### src/rtl/ddr3_cmd_tracker.sv
// DDR3 command decoder/tracker: registers the decoded command, tracks open banks and power state, flags errors.
// Optional per-bank tRCD/tRP checking is built only when DDR3_CMD_TRACKER_TIMING_CHECK_EN is defined.
module ddr3_cmd_tracker #(
  parameter int BA_BITS   = 3,
  parameter int ADDR_BITS = 16,
  parameter int TRCD      = 11,
  parameter int TRP       = 11
) (
  input  logic                    ck,
  input  logic                    rst_n,
  input  logic                    cke,
  input  logic                    cs_n,
  input  logic                    ras_n,
  input  logic                    cas_n,
  input  logic                    we_n,
  input  logic [BA_BITS-1:0]      ba,
  input  logic [ADDR_BITS-1:0]    addr,
  output logic [4:0]              cmd_code,
  output logic [BA_BITS-1:0]      cmd_ba,
  output logic [ADDR_BITS-1:0]    cmd_row,
  output logic [10:0]             cmd_col,
  output logic [2**BA_BITS-1:0]   bank_open,
  output logic [1:0]              pwr_state,
  output logic                    proto_err,
  output logic                    timing_err,
  output logic [15:0]             err_count
);
  localparam int NB = 2**BA_BITS;

  typedef enum logic [4:0] {
    C_NOP = 5'd0, C_DES = 5'd1, C_MRS = 5'd2, C_REF = 5'd3, C_SRE = 5'd4, C_SRX = 5'd5,
    C_PRE = 5'd6, C_PREA = 5'd7, C_ACT = 5'd8, C_WR = 5'd9, C_WRAP = 5'd10, C_RD = 5'd11,
    C_RDAP = 5'd12, C_PDE = 5'd13, C_PDX = 5'd14, C_ZQCL = 5'd15, C_ZQCS = 5'd16, C_UNK = 5'd31
  } cmd_e;

  typedef enum logic [1:0] {PWR_ACTIVE = 2'd0, PWR_DOWN = 2'd1, PWR_SREF = 2'd2} pwr_e;

  if (TRCD < 1 || TRP < 1 || ADDR_BITS < 13) begin : g_param_check
    $error("ddr3_cmd_tracker: TRCD/TRP must be >= 1 and ADDR_BITS >= 13");
  end

  logic            prev_cke;
  pwr_e            pwr_q, pwr_d;
  cmd_e            code;
  logic [2:0]      op;
  logic            proto, timing;
  logic [NB-1:0]   bank_d;
  logic [ADDR_BITS-1:0] open_row_unused [NB];

  assign op        = {ras_n, cas_n, we_n};
  assign pwr_state = pwr_q;

  always_comb begin
    code = C_UNK;
    case ({prev_cke, cke})
      2'b11: begin
        if (cs_n) code = C_DES;
        else begin
          case (op)
            3'b000:  code = C_MRS;
            3'b001:  code = C_REF;
            3'b010:  code = addr[10] ? C_PREA : C_PRE;
            3'b011:  code = C_ACT;
            3'b100:  code = addr[10] ? C_WRAP : C_WR;
            3'b101:  code = addr[10] ? C_RDAP : C_RD;
            3'b110:  code = addr[10] ? C_ZQCL : C_ZQCS;
            default: code = C_NOP;
          endcase
        end
      end
      2'b10: begin
        if (!cs_n && op == 3'b001)     code = C_SRE;
        else if (cs_n || op == 3'b111) code = C_PDE;
        else                           code = C_UNK;
      end
      2'b01: begin
        if (cs_n || op == 3'b111) code = (pwr_q == PWR_SREF) ? C_SRX : C_PDX;
        else                      code = C_UNK;
      end
      default: code = C_NOP;
    endcase
  end

  // Protocol legality against the bank table and power state seen before this command
  always_comb begin
    proto = 1'b0;
    case (code)
      C_UNK:                          proto = 1'b1;
      C_ACT:                          proto = bank_open[ba];
      C_RD, C_RDAP, C_WR, C_WRAP:     proto = ~bank_open[ba];
      C_MRS, C_REF, C_ZQCL, C_ZQCS, C_SRE: proto = |bank_open;
      default: ;
    endcase
    if (pwr_q != PWR_ACTIVE && !(code inside {C_NOP, C_DES, C_SRX, C_PDX}))
      proto = 1'b1;
  end

  always_comb begin
    bank_d = bank_open;
    case (code)
      C_ACT:                bank_d[ba] = 1'b1;
      C_PRE, C_RDAP, C_WRAP: bank_d[ba] = 1'b0;
      C_PREA:               bank_d     = '0;
      default: ;
    endcase
  end

  always_comb begin
    pwr_d = pwr_q;
    case (pwr_q)
      PWR_ACTIVE: begin
        if (code == C_SRE)      pwr_d = PWR_SREF;
        else if (code == C_PDE) pwr_d = PWR_DOWN;
      end
      PWR_DOWN, PWR_SREF: if (code == C_SRX || code == C_PDX) pwr_d = PWR_ACTIVE;
      default: pwr_d = PWR_ACTIVE;
    endcase
  end

`ifdef DDR3_CMD_TRACKER_TIMING_CHECK_EN
  localparam int TMAX  = (TRCD > TRP) ? TRCD : TRP;
  localparam int CNT_W = $clog2(TMAX + 1);

  logic [CNT_W-1:0] trcd_cnt [NB];
  logic [CNT_W-1:0] trp_cnt  [NB];

  always_comb begin
    timing = 1'b0;
    case (code)
      C_RD, C_RDAP, C_WR, C_WRAP: timing = (trcd_cnt[ba] != '0);
      C_ACT:                      timing = (trp_cnt[ba] != '0);
      default: ;
    endcase
  end

  // A counter reaching zero means the command may legally issue on that edge
  always_ff @(posedge ck or negedge rst_n) begin
    if (!rst_n) begin
      for (int b = 0; b < NB; b++) begin
        trcd_cnt[b] <= '0;
        trp_cnt[b]  <= '0;
      end
    end else begin
      for (int b = 0; b < NB; b++) begin
        if (code == C_ACT && ba == BA_BITS'(b))
          trcd_cnt[b] <= CNT_W'(TRCD - 1);
        else if (trcd_cnt[b] != '0)
          trcd_cnt[b] <= trcd_cnt[b] - CNT_W'(1);
        if (code == C_PREA || ((code inside {C_PRE, C_RDAP, C_WRAP}) && ba == BA_BITS'(b)))
          trp_cnt[b] <= CNT_W'(TRP - 1);
        else if (trp_cnt[b] != '0)
          trp_cnt[b] <= trp_cnt[b] - CNT_W'(1);
      end
    end
  end
`else
  assign timing = 1'b0;
`endif

  always_ff @(posedge ck or negedge rst_n) begin
    if (!rst_n) begin
      prev_cke   <= 1'b1;
      pwr_q      <= PWR_ACTIVE;
      cmd_code   <= C_NOP;
      cmd_ba     <= '0;
      cmd_row    <= '0;
      cmd_col    <= '0;
      bank_open  <= '0;
      proto_err  <= 1'b0;
      timing_err <= 1'b0;
      err_count  <= '0;
    end else begin
      prev_cke   <= cke;
      pwr_q      <= pwr_d;
      cmd_code   <= code;
      cmd_ba     <= ba;
      cmd_row    <= addr;
      cmd_col    <= {addr[11], addr[9:0]};
      bank_open  <= bank_d;
      proto_err  <= proto;
      timing_err <= timing;
      if ((proto || timing) && err_count != 16'hFFFF)
        err_count <= err_count + 16'd1;
    end
  end

  // Row table is data only; the open flag in bank_open says whether an entry is meaningful
  always_ff @(posedge ck) begin
    if (code == C_ACT) open_row_unused[ba] <= addr;
  end

endmodule

### config.mk
export PLATFORM = sky130hd
export DESIGN_NAME = ddr3_cmd_tracker
export DESIGN_NICKNAME = d
export VERILOG_FILES = /design/src/rtl/ddr3_cmd_tracker.sv
export SDC_FILE = /design/constraint.sdc
export NUM_CORES = 1
export LEC_CHECK = 0
export ABC_AREA = 1
export CORE_MARGIN = 1
export CORE_UTILIZATION = 51
export DETAILED_ROUTE_END_ITERATION = 10
export PLACE_DENSITY = 0.85
export SKIP_LAST_GASP = 1
export SLEW_MARGIN = 10
export SYNTH_ARGS = -nofsm -noshare
export SYNTH_HDL_FRONTEND = slang
export SYNTH_SLANG_ARGS = --single-unit
### constraint.sdc
create_clock -name ck -period 4.65 [get_ports ck]
set_clock_uncertainty 0.2 [all_clocks]
set_input_delay 0.93 -clock ck [delete_from_list [all_inputs] [get_ports ck]]
set_output_delay 0.93 -clock ck [all_outputs]
set_load 0.05 [all_outputs]
==> flow_metrics.env, run 1 <==
export IMPL_pre_cts_ws_ns=0.9074
export IMPL_tightest_slew_ns=0.7509
export IMPL_hold_path_class="flip-flop to flip-flop"
export IMPL_cts_hold_buffers=0
export IMPL_io_buffers=87
export IMPL_ys_flop_type="dfrtp_1"
export IMPL_cts_clk_slew_worst_paths_ns=0.09
export IMPL_rsz0062_at_grt="no"
export IMPL_synthXorXnorAreaFrac_pct=3.792
export IMPL_via_per_inst=5.227
export IMPL_finalWeightedCongestion=0.8844
export IMPL_antenna_left=0
export IMPL_r2r_start="prev_cke$_DFF_PN1_"
export IMPL_min_period_over_period_pct=74.32
export IMPL_synth_edff_count=0
export IMPL_finalMaxSlewViolations=0
export IMPL_powerDensity_mw_per_mm2=496.1
export IMPL_async_flop_share_pct=100.0
export IMPL_cts_root_buf="clkbuf_8"
export IMPL_wl_met1_mm=2.981
export IMPL_r2r_end="bank_open[5]$_DFFE_PN0P_"
export IMPL_ios=89
export IMPL_fillers=463
export IMPL_drive_gt1_share_pct=6.652
export IMPL_syn_inst=387
export IMPL_post_cts_buffers=0
export IMPL_synth_top_family_by_area="simple AND/OR/NAND/NOR gates"
export IMPL_dieArea_mm2=0.006199
export IMPL_multi_input_area_mm2=0.001394
export IMPL_worst_path_max_fanout=10
export IMPL_dp_hpwl_mm=5.230
export IMPL_clock_sinks=52
export IMPL_synthAdderAreaFrac_pct=2.917
export IMPL_cts_resized=0
export IMPL_area_growth_pct=32.00
export IMPL_whs_endpoint="err_count[5]$_DFFE_PN0P_"
export IMPL_worst_skew_pair_late_latency_ns=0.30
export IMPL_r2r_slack_ns=1.83
export IMPL_routed_wl_mm=6.759
export IMPL_ys_types=31
export IMPL_drc_errors=0
export IMPL_ir_worst_vdd_mv=0.3494
export IMPL_grt_max_degree=53
export IMPL_status="finished, final reports clean"
export IMPL_worstSetupEndpointType="flip-flop"
export IMPL_met2WireLength_mm=3.351
export IMPL_synth_largest_area_cell="dfrtp_1"
export IMPL_antennaDiodeCount=0
export IMPL_antenna_found_initial=0
export IMPL_required_ns=4.65
export IMPL_fmaxAchievable_mhz=289.4
export IMPL_synth_simple_area_share_pct=35.25
export IMPL_rows=27
export IMPL_drtIter0Drc=139
export IMPL_setup_viol=0
export IMPL_synth_compound_area_share_pct=4.333
export IMPL_synthTopCellsByArea="dfrtp_1, nand2_1, nand3_1"
export IMPL_wl_met3_um=373
export IMPL_vias=2812
export IMPL_synth_area_mm2=0.003003
export IMPL_synthMuxAreaShare_pct=0
export IMPL_synth_fp_nets=420
export IMPL_maxCapViolCount=0
export IMPL_numCtsBuffers=5
export IMPL_wl_per_cell_um=12.56
export IMPL_synth_commonest_cells="nand2_1, dfrtp_1, nand3_1"
export IMPL_ys_warn_count=0
export IMPL_cts_tree="done"
export IMPL_total_power_w=0.001966
export IMPL_timing_final_ws_setup_ns=1.194
export IMPL_ys_ff_latch=52
export IMPL_nNetsFinal=499
export IMPL_ys_seq_area_share_pct=43.38
export IMPL_worstRegToRegCells=17
export IMPL_die_w_um=78.74
export IMPL_die_height_um=78.74
export IMPL_core_area_mm2=0.005574
export IMPL_grt_ovfl_total=0
export IMPL_syn_mean_instance_area_um2=7.759
export IMPL_start_kind="input port"
export IMPL_grt_pass1_wl_mm=11.81
export IMPL_yosysTopAreaCellShare_pct=42.50
export IMPL_htreeDepth=2
export IMPL_seqCellArea_mm2=0.001303
export IMPL_grt_usage_pct=23.85
export IMPL_worstHoldStart="err_count[5]$_DFFE_PN0P_"
export IMPL_fin_crit_ns=3.456
export IMPL_finalSetupTns_ns=0
export IMPL_synth_most_common_cell="nand2_1"
export IMPL_slew_headroom_pct=49.79
export IMPL_grt_pass1_vias=2657
export IMPL_drtPass1Iterations=4
export IMPL_initial_core_util_pct=53.87
export IMPL_arrival_ns=3.46
export IMPL_hold_path_depth=2
export IMPL_routed_top_layer="met4"
export IMPL_clk_path_buf_depth=2
export IMPL_critical_path_class="input port to flip-flop"
export IMPL_p_leak_nw=1.953
export IMPL_hold_violations=0
==> state kept, by name, indices dropped and copies added, names as in the netlist <==
| signal | count |
|---|---|
| err_count | 16 |
| cmd_col | 10 |
| cmd_ba | 3 |
| bank_open | 8 |
| pwr_state | 2 |
| cmd_row | 6 |
| prev_cke | 1 |
| cmd_code | 5 |
| proto_err | 1 |
==> cell type report <==
cell class / count / area share [%]
sequential: 52 / 32.86
tap: 72 / 2.273
clock buffer: 5 / 1.736
inverter: 46 / 4.419
multi-input combinational: 273 / 35.16
timing repair buffer: 88 / 22.03
clock inverter: 2 / 1.515
==> cells in the final DEF (no fill, tap or decap), drive strengths merged, types with 2 or more instances in the layout <==
cell	netlist	layout
a21oi	3	3
and2	2	2
buf	15	2
bufinv	0	2
clkbuf	1	5
clkdlybuf4s50	0	86
dfrtp	51	51
ha	7	7
inv	46	46
nand2	134	134
nand3	51	51
nand4	9	9
nor2	24	24
nor3	7	7
nor4	5	5
o211ai	8	8
o21ai	3	3
o21bai	2	2
o22ai	4	4
xnor2	5	5
xor2	8	8
==> through the flow <==
stage / cells / hold WS (ns) / utilization [%] / area [um2]
finish: 538 / 0.3041 / 71.11 / 3964
global route: 538 / 0.3433 / 71.11 / 3964
global placement: 531 / 0.2886 / 68.80 / 3835
CTS: 538 / 0.3054 / 71.11 / 3964
detailed placement: 531 / 0.2846 / 68.80 / 3835
floorplan: 387 / 0.4344 / - / 3003
==> metal layers <==
metal / global-route usage, % / vias to the layer above
li1: - / 1384
met1: 29.60 / 1323
met2: 43.48 / 99
met3: 3.333 / 6
met4: 5.741 / 0
met5: 0 / -
==> worst max-delay path, cell delays in order <==
cell	delay [ns]
clkdlybuf4s50_1	0.53
ha_1	0.18
inv_1	0.04
nor2_1	0.15
nand2_1	0.12
inv_1	0.09
nand2_1	0.05
nand3_1	0.12
nand2_2	0.10
nand2_2	0.10
inv_2	0.04
nand2_1	0.06
and2_1	0.38
nand2_2	0.11
nor2_4	0.22
inv_4	0.08
nand2_1	0.08
nand2_1	0.05
==> report_power, final <==
| part | total [W] | switching [W] | internal, W |
|---|---|---|---|
| registers | 0.000651 | 0.000112 | 0.000539 |
| clock network | 0.000355 | 0.000143 | 0.000212 |
| logic | 0.000961 | 0.000643 | 0.000318 |
==> how the worst max path moves through the flow <==
stage	endpoint	cells past startpoint	slack (ns)	from
after floorplan	bank_open[0]$_DFFE_PN0P_	18	1.85	cke
after global placement	bank_open[1]$_DFFE_PN0P_	18	1.04	cke
after detailed placement	bank_open[5]$_DFFE_PN0P_	18	0.91	cke
after CTS	bank_open[5]$_DFFE_PN0P_	18	1.23	cke
after global routing	bank_open[7]$_DFFE_PN0P_	18	0.92	cke
final	bank_open[5]$_DFFE_PN0P_	18	1.19	cke
==> logic make-up after synthesis <==
kind of cell / Yosys count
other cells: 1
fa+ha+maj: 7
compound gates: 20
buf+inv: 62
flops: 52
simple gates: 232
xor+xnor: 13
No activity file was read; power rests on OpenSTA's default activity.
==> run 2, diff against run 1 <==
CORE_UTILIZATION = 48   (was 51)
PLACE_DENSITY = 0.81   (was 0.85)
clock period = 3.2 ns   (was 4.65 ns; I/O delays follow)
==> run 2 against run 1 <==
Compared with the run above: first-iteration DRC count shrank 3.6%; die area grew 6.1%; sequential cell count unchanged; clock power up 26%; final cell count is 3.0% higher; non-clock buffer count is 12 higher; global-route usage is 2.1 points lower; via count increased by 1.2%; largest power group unchanged; highest routed layer unchanged.
==> flow_metrics.env, run 2 (same netlist as run 1, synthesis figures left out) <==
export IMPL_status="finished, final reports clean"
export IMPL_post_cts_buffers=0
export IMPL_post_dp_cell_area_mm2=0.003979
export IMPL_multi_input_area_mm2=0.001394
export IMPL_slew_headroom_pct=64.28
export IMPL_grt_ovfl_total=0
export IMPL_nNetsFinal=511
export IMPL_finalInstanceArea_mm2=0.004090
export IMPL_use_met3_pct=4.831
export IMPL_clock_sinks=52
export IMPL_core_area_mm2=0.005991
export IMPL_largest_reg_flops=16
export IMPL_cts_root_buf="clkbuf_8"
export IMPL_antennaDiodeCount=0
export IMPL_die_height_um=81.10
export IMPL_tightest_slew_ns=0.5341
export IMPL_cts_tree="done"
export IMPL_r2r_slack_ns=0.65
export IMPL_min_period_over_period_pct=89.98
export IMPL_finalMaxSlewViolations=0
export IMPL_wl_per_cell_um=12.07
export IMPL_top_register="err_count"
export IMPL_numCtsBuffers=5
export IMPL_grt_pass1_vias=2617
export IMPL_drtIter0Drc=134
export IMPL_worst_path_max_fanout=9
export IMPL_hold_violations=0
export IMPL_cts_clk_slew_worst_paths_ns=0.09
export IMPL_arrival_ns=2.88
export IMPL_finalSetupTns_ns=0
export IMPL_critical_path_class="input port to flip-flop"
export IMPL_cp_slowest_cell="clkdlybuf4s50_1"
export IMPL_via_per_inst=5.135
export IMPL_drc_errors=0
export IMPL_grt_usage_pct=21.71
export IMPL_critPathMaxStageDelay_ns=0.52
export IMPL_drtPass1Iterations=4
export IMPL_worstSetupEndpoint="bank_open[3]$_DFFE_PN0P_"
export IMPL_io_buffers=87
export IMPL_maxCapViolCount=0
export IMPL_use_met2_pct=40.08
export IMPL_seqCellArea_mm2=0.001303
export IMPL_clk_path_buf_depth=2
export IMPL_vias=2845
export IMPL_fmaxAchievable_mhz=347.3
export IMPL_rsz0062_at_grt="no"
export IMPL_finalWeightedCongestion=0.9207
export IMPL_dieArea_mm2=0.006576
export IMPL_crit_path_frequent_cell="nand2_1"
export IMPL_routed_wl_mm=6.687
export IMPL_dp_hpwl_mm=5.247
export IMPL_path_cells="clkdlybuf4s50_1, ha_1, inv_1, nor2_1, nand2_1, inv_1, nand2_1, nand3_1, nand2_2, nand2_2, inv_2, nand2_1, and2_1, buf_12, nand2_4, nand3_1, nand2_1, nand2_1, nand2_1"
export IMPL_area_growth_pct=36.21
export IMPL_p_leak_nw=2.018
export IMPL_r2r_end="bank_open[3]$_DFFE_PN0P_"
export IMPL_crit_start="cke"
export IMPL_grt_pass1_wl_mm=11.11
export IMPL_worstSetupEndpointType="flip-flop"
export IMPL_htreeDepth=2
export IMPL_grt_max_degree=53
export IMPL_cts_hold_buffers=0
export IMPL_worstRegToRegCells=18
export IMPL_worst_skew_pair_late_latency_ns=0.30
export IMPL_hold_path_class="input port to async pin"
export IMPL_required_ns=3.20
export IMPL_initial_core_util_pct=50.13
export IMPL_met1_usage_pct=24.64
export IMPL_fin_crit_ns=2.879
export IMPL_r2r_start="prev_cke$_DFF_PN1_"
export IMPL_powerDensity_mw_per_mm2=703.0
export IMPL_cts_resized=0
export IMPL_antenna_found_initial=0
export IMPL_rows=28
export IMPL_reg_top3="err_count (16), cmd_col (10), bank_open (8)"
export IMPL_fillers=491
export IMPL_drive_gt1_share_pct=9.186
export IMPL_die_w_um=81.10
export IMPL_finalNonFillerCells=554
export IMPL_setup_viol=0
export IMPL_ir_worst_vdd_mv=0.4608
export IMPL_start_kind="input port"
export IMPL_antenna_left=0
export IMPL_grt_busiest_layer="met2"
export IMPL_placedCellCount=546
export IMPL_ios=89
export IMPL_final_common_cell="nand2_1"
export IMPL_final_cell_mix="nand2_1, clkdlybuf4s50_1, dfrtp_1"
-- run 2: area by class of cell --
cell class                      count  area share (%)
Inverter                           46           4.283
Sequential cell                    52           31.84
Multi-Input combinational cell    273           34.08
Clock buffer                        5           1.682
Timing Repair Buffer              100           24.78
Tap cell                           75           2.294
Clock inverter                      3           1.040
-- run 2: per-stage QoR --
stage / power (W) / setup slack [ns] / util (%) / hold WS (ns)
6_report: 0.002875 / 0.3206 / 68.27 / 0.1046
5_1_grt: 0.003062 / 0.04061 / 68.27 / 0.1193
4_1_cts: 0.002899 / 0.3302 / 68.27 / 0.1215
3_5_place_dp: 0.002441 / 0.003115 / 66.42 / 0.2873
3_3_place_gp: 0.002408 / 0.08019 / 66.42 / 0.2857
2_1_floorplan: 0.001944 / 0.6941 / - / 0.1444
-- run 2: how the worst min path moves through the flow --
stage | start | endpoint | slack [ns] | depth (start not counted)
finish | rst_n | err_count[6]$_DFFE_PN0P_ | 0.10 | 2
global route | rst_n | err_count[13]$_DFFE_PN0P_ | 0.12 | 2
CTS | rst_n | err_count[8]$_DFFE_PN0P_ | 0.12 | 2
detailed placement | err_count[15]$_DFFE_PN0P_ | err_count[15]$_DFFE_PN0P_ | 0.29 | 2
global placement | err_count[15]$_DFFE_PN0P_ | err_count[15]$_DFFE_PN0P_ | 0.29 | 2
floorplan | rst_n | bank_open[0]$_DFFE_PN0P_ | 0.14 | 0
-- run 2: where the power goes --
part / switching, W / internal [W] / total (W)
clock: 0.000215 / 0.000232 / 0.000446
combinational: 0.000943 / 0.000547 / 0.00149
sequential: 0.000156 / 0.000783 / 0.000939
-- run 2: worst max-delay path: cells and delay by family --
family | cells | cell delay, ns
buffers and inverters | 5 | 0.82
and+or+nand+nor | 13 | 1.22
adders and majority gates | 1 | 0.18
-- run 2: metal layers --
layer | share of wire [%] | vias to the layer above
met1 | 41 | 1341
met2 | 51 | 77
met3 | 6.5 | 11
met4 | 1.3 | 0
li1 | - | 1416
met5 | 0 | -
==> run 3, diff against run 2 <==
CTS_BUF_LIST = sky130_fd_sc_hd__clkbuf_16   (was unset)
==> run 3 against run 2 <==
Compared with the run above: worst setup slack worse by 0.021 ns; critical path type unchanged; largest cell class unchanged; wire length up 1.0%; utilization grew 0.94 points.
==> flow_metrics.env, run 3 (same netlist as run 1, synthesis figures left out) <==
export IMPL_largest_reg_flops=16
export IMPL_crit_start="cke"
export IMPL_via_per_inst=5.162
export IMPL_grt_max_degree=53
export IMPL_clock_sinks=52
export IMPL_finalWeightedCongestion=0.9207
export IMPL_r2r_start="prev_cke$_DFF_PN1_"
export IMPL_critical_path_top_delay_family="simple AND/OR/NAND/NOR gates"
export IMPL_cts_hold_buffers=0
export IMPL_required_ns=3.18
export IMPL_grt_pass1_vias=2612
export IMPL_top_register="err_count"
export IMPL_cts_clk_slew_worst_paths_ns=0.07
export IMPL_drc_errors=0
export IMPL_r2r_end="bank_open[3]$_DFFE_PN0P_"
export IMPL_rsz0062_at_grt="no"
export IMPL_wl_per_cell_um=12.19
export IMPL_timing_final_ws_setup_ns=0.2993
export IMPL_slew_headroom_pct=64.35
export IMPL_htreeDepth=2
export IMPL_final_cell_mix="nand2_1, clkdlybuf4s50_1, dfrtp_1"
export IMPL_p_leak_nw=2.044
export IMPL_powerDensity_mw_per_mm2=731.0
export IMPL_grt_usage_pct=21.76
export IMPL_nNetsFinal=511
export IMPL_cts_tree="done"
export IMPL_reg_top3="err_count (16), cmd_col (10), bank_open (8)"
export IMPL_cp_slowest_cell="clkdlybuf4s50_1"
export IMPL_fin_crit_ns=2.901
export IMPL_finalSetupTns_ns=0
export IMPL_io_buffers=87
export IMPL_post_cts_buffers=0
export IMPL_path_buf_inv=5
export IMPL_numCtsBuffers=5
export IMPL_finalMaxSlewViolations=0
export IMPL_clk_path_buf_depth=2
export IMPL_initial_core_util_pct=50.13
export IMPL_worstRegToRegCells=18
export IMPL_antenna_found_initial=0
export IMPL_r2r_slack_ns=0.66
export IMPL_critical_path_class="input port to flip-flop"
export IMPL_fin_util_pct=69.21
export IMPL_area_growth_pct=38.08
export IMPL_ir_worst_vdd_mv=0.4783
export IMPL_crit_path_frequent_cell="nand2_1"
export IMPL_rows=28
export IMPL_antenna_left=0
export IMPL_worstSetupEndpointType="flip-flop"
export IMPL_cts_resized=0
export IMPL_dieArea_mm2=0.006576
export IMPL_worst_skew_pair_late_latency_ns=0.28
export IMPL_tightest_slew_ns=0.5330
export IMPL_min_period_over_period_pct=90.65
export IMPL_die_height_um=81.10
export IMPL_die_w_um=81.10
export IMPL_final_common_cell="nand2_1"
export IMPL_fmaxAchievable_mhz=344.7
export IMPL_hold_path_class="input port to async pin"
export IMPL_drtIter0Drc=145
export IMPL_drive_gt1_share_pct=9.186
export IMPL_ios=89
export IMPL_worst_path_max_fanout=9
export IMPL_core_area_mm2=0.005991
export IMPL_start_kind="input port"
export IMPL_drtPass1Iterations=5
export IMPL_arrival_ns=2.88
export IMPL_status="finished, final reports clean"
export IMPL_cts_root_buf="clkbuf_16"
export IMPL_hold_violations=0
export IMPL_maxCapViolCount=0
export IMPL_vias=2860
export IMPL_placedCellCount=546
export IMPL_grt_ovfl_total=0
export IMPL_critPathMaxStageDelay_ns=0.52
export IMPL_setup_viol=0
export IMPL_antennaDiodeCount=0
export IMPL_grt_pass1_wl_mm=11.16
export IMPL_pre_cts_ws_ns=0.003115
export IMPL_worstSetupEndpoint="bank_open[3]$_DFFE_PN0P_"
export IMPL_worstSetupPathDepth=19
export IMPL_finalNonFillerCells=554
export IMPL_path_cells="clkdlybuf4s50_1, ha_1, inv_1, nor2_1, nand2_1, inv_1, nand2_1, nand3_1, nand2_2, nand2_2, inv_2, nand2_1, and2_1, buf_12, nand2_4, nand3_1, nand2_1, nand2_1, nand2_1"
export IMPL_routed_wl_mm=6.755
export IMPL_total_power_w=0.003031
export IMPL_dp_hpwl_mm=5.247
[run 3: per-stage QoR]
stage | cell area (um2) | hold slack [ns]
2_1_floorplan | 3003 | 0.1444
3_3_place_gp | 3979 | 0.2857
3_5_place_dp | 3979 | 0.2873
4_1_cts | 4146 | 0.1529
5_1_grt | 4146 | 0.1514
6_report | 4146 | 0.1313
[run 3: layer usage]
metal  GRT usage [%]  up-vias  share of wire (%)
li1                -     1415                  -
met1           24.86     1343                 40
met2           40.50       92                 51
met3           4.157       10                6.8
met4           6.786        0                1.2
met5               0        -                  0
[run 3: power by group]
part | internal (W) | switching [W] | leakage [nW]
registers | 0.000784 | 0.000155 | 0.653
logic | 0.000547 | 0.000949 | 1.31
clock network | 0.000367 | 0.000228 | 0.0798
total | 0.00170 | 0.00133 | 2.04
[run 3: area by class of cell]
class | instances | area [um2]
inverters | 46 | 175.2
well taps | 75 | 93.84
fillers | 483 | 1844
multi-input cells | 273 | 1394
clock buffers | 5 | 125.1
repair buffers | 100 | 1013
clock inverters | 3 | 42.54
flip-flops and latches | 52 | 1303
[run 3: worst register-to-register path: stages, from the launching register on]
cell	delay (ns)
dfstp_2	0.54
ha_1	0.15
inv_1	0.04
nor2_1	0.16
nand2_1	0.12
inv_1	0.08
nand2_1	0.05
nand3_1	0.10
nand2_2	0.10
nand2_2	0.11
inv_2	0.04
nand2_1	0.06
and2_1	0.20
buf_12	0.14
nand2_4	0.08
nand3_1	0.08
nand2_1	0.05
nand2_1	0.06
nand2_1	0.05
[run 3: how the worst min path moves through the flow]
| stage | start | endpoint | cells after the start |
|---|---|---|---|
| after detailed placement | err_count[15]$_DFFE_PN0P_ | err_count[15]$_DFFE_PN0P_ | 2 |
| final | rst_n | err_count[6]$_DFFE_PN0P_ | 2 |
| after global placement | err_count[15]$_DFFE_PN0P_ | err_count[15]$_DFFE_PN0P_ | 2 |
| after floorplan | rst_n | bank_open[0]$_DFFE_PN0P_ | 0 |
| after global routing | rst_n | err_count[13]$_DFFE_PN0P_ | 2 |
| after CTS | rst_n | err_count[8]$_DFFE_PN0P_ | 2 |
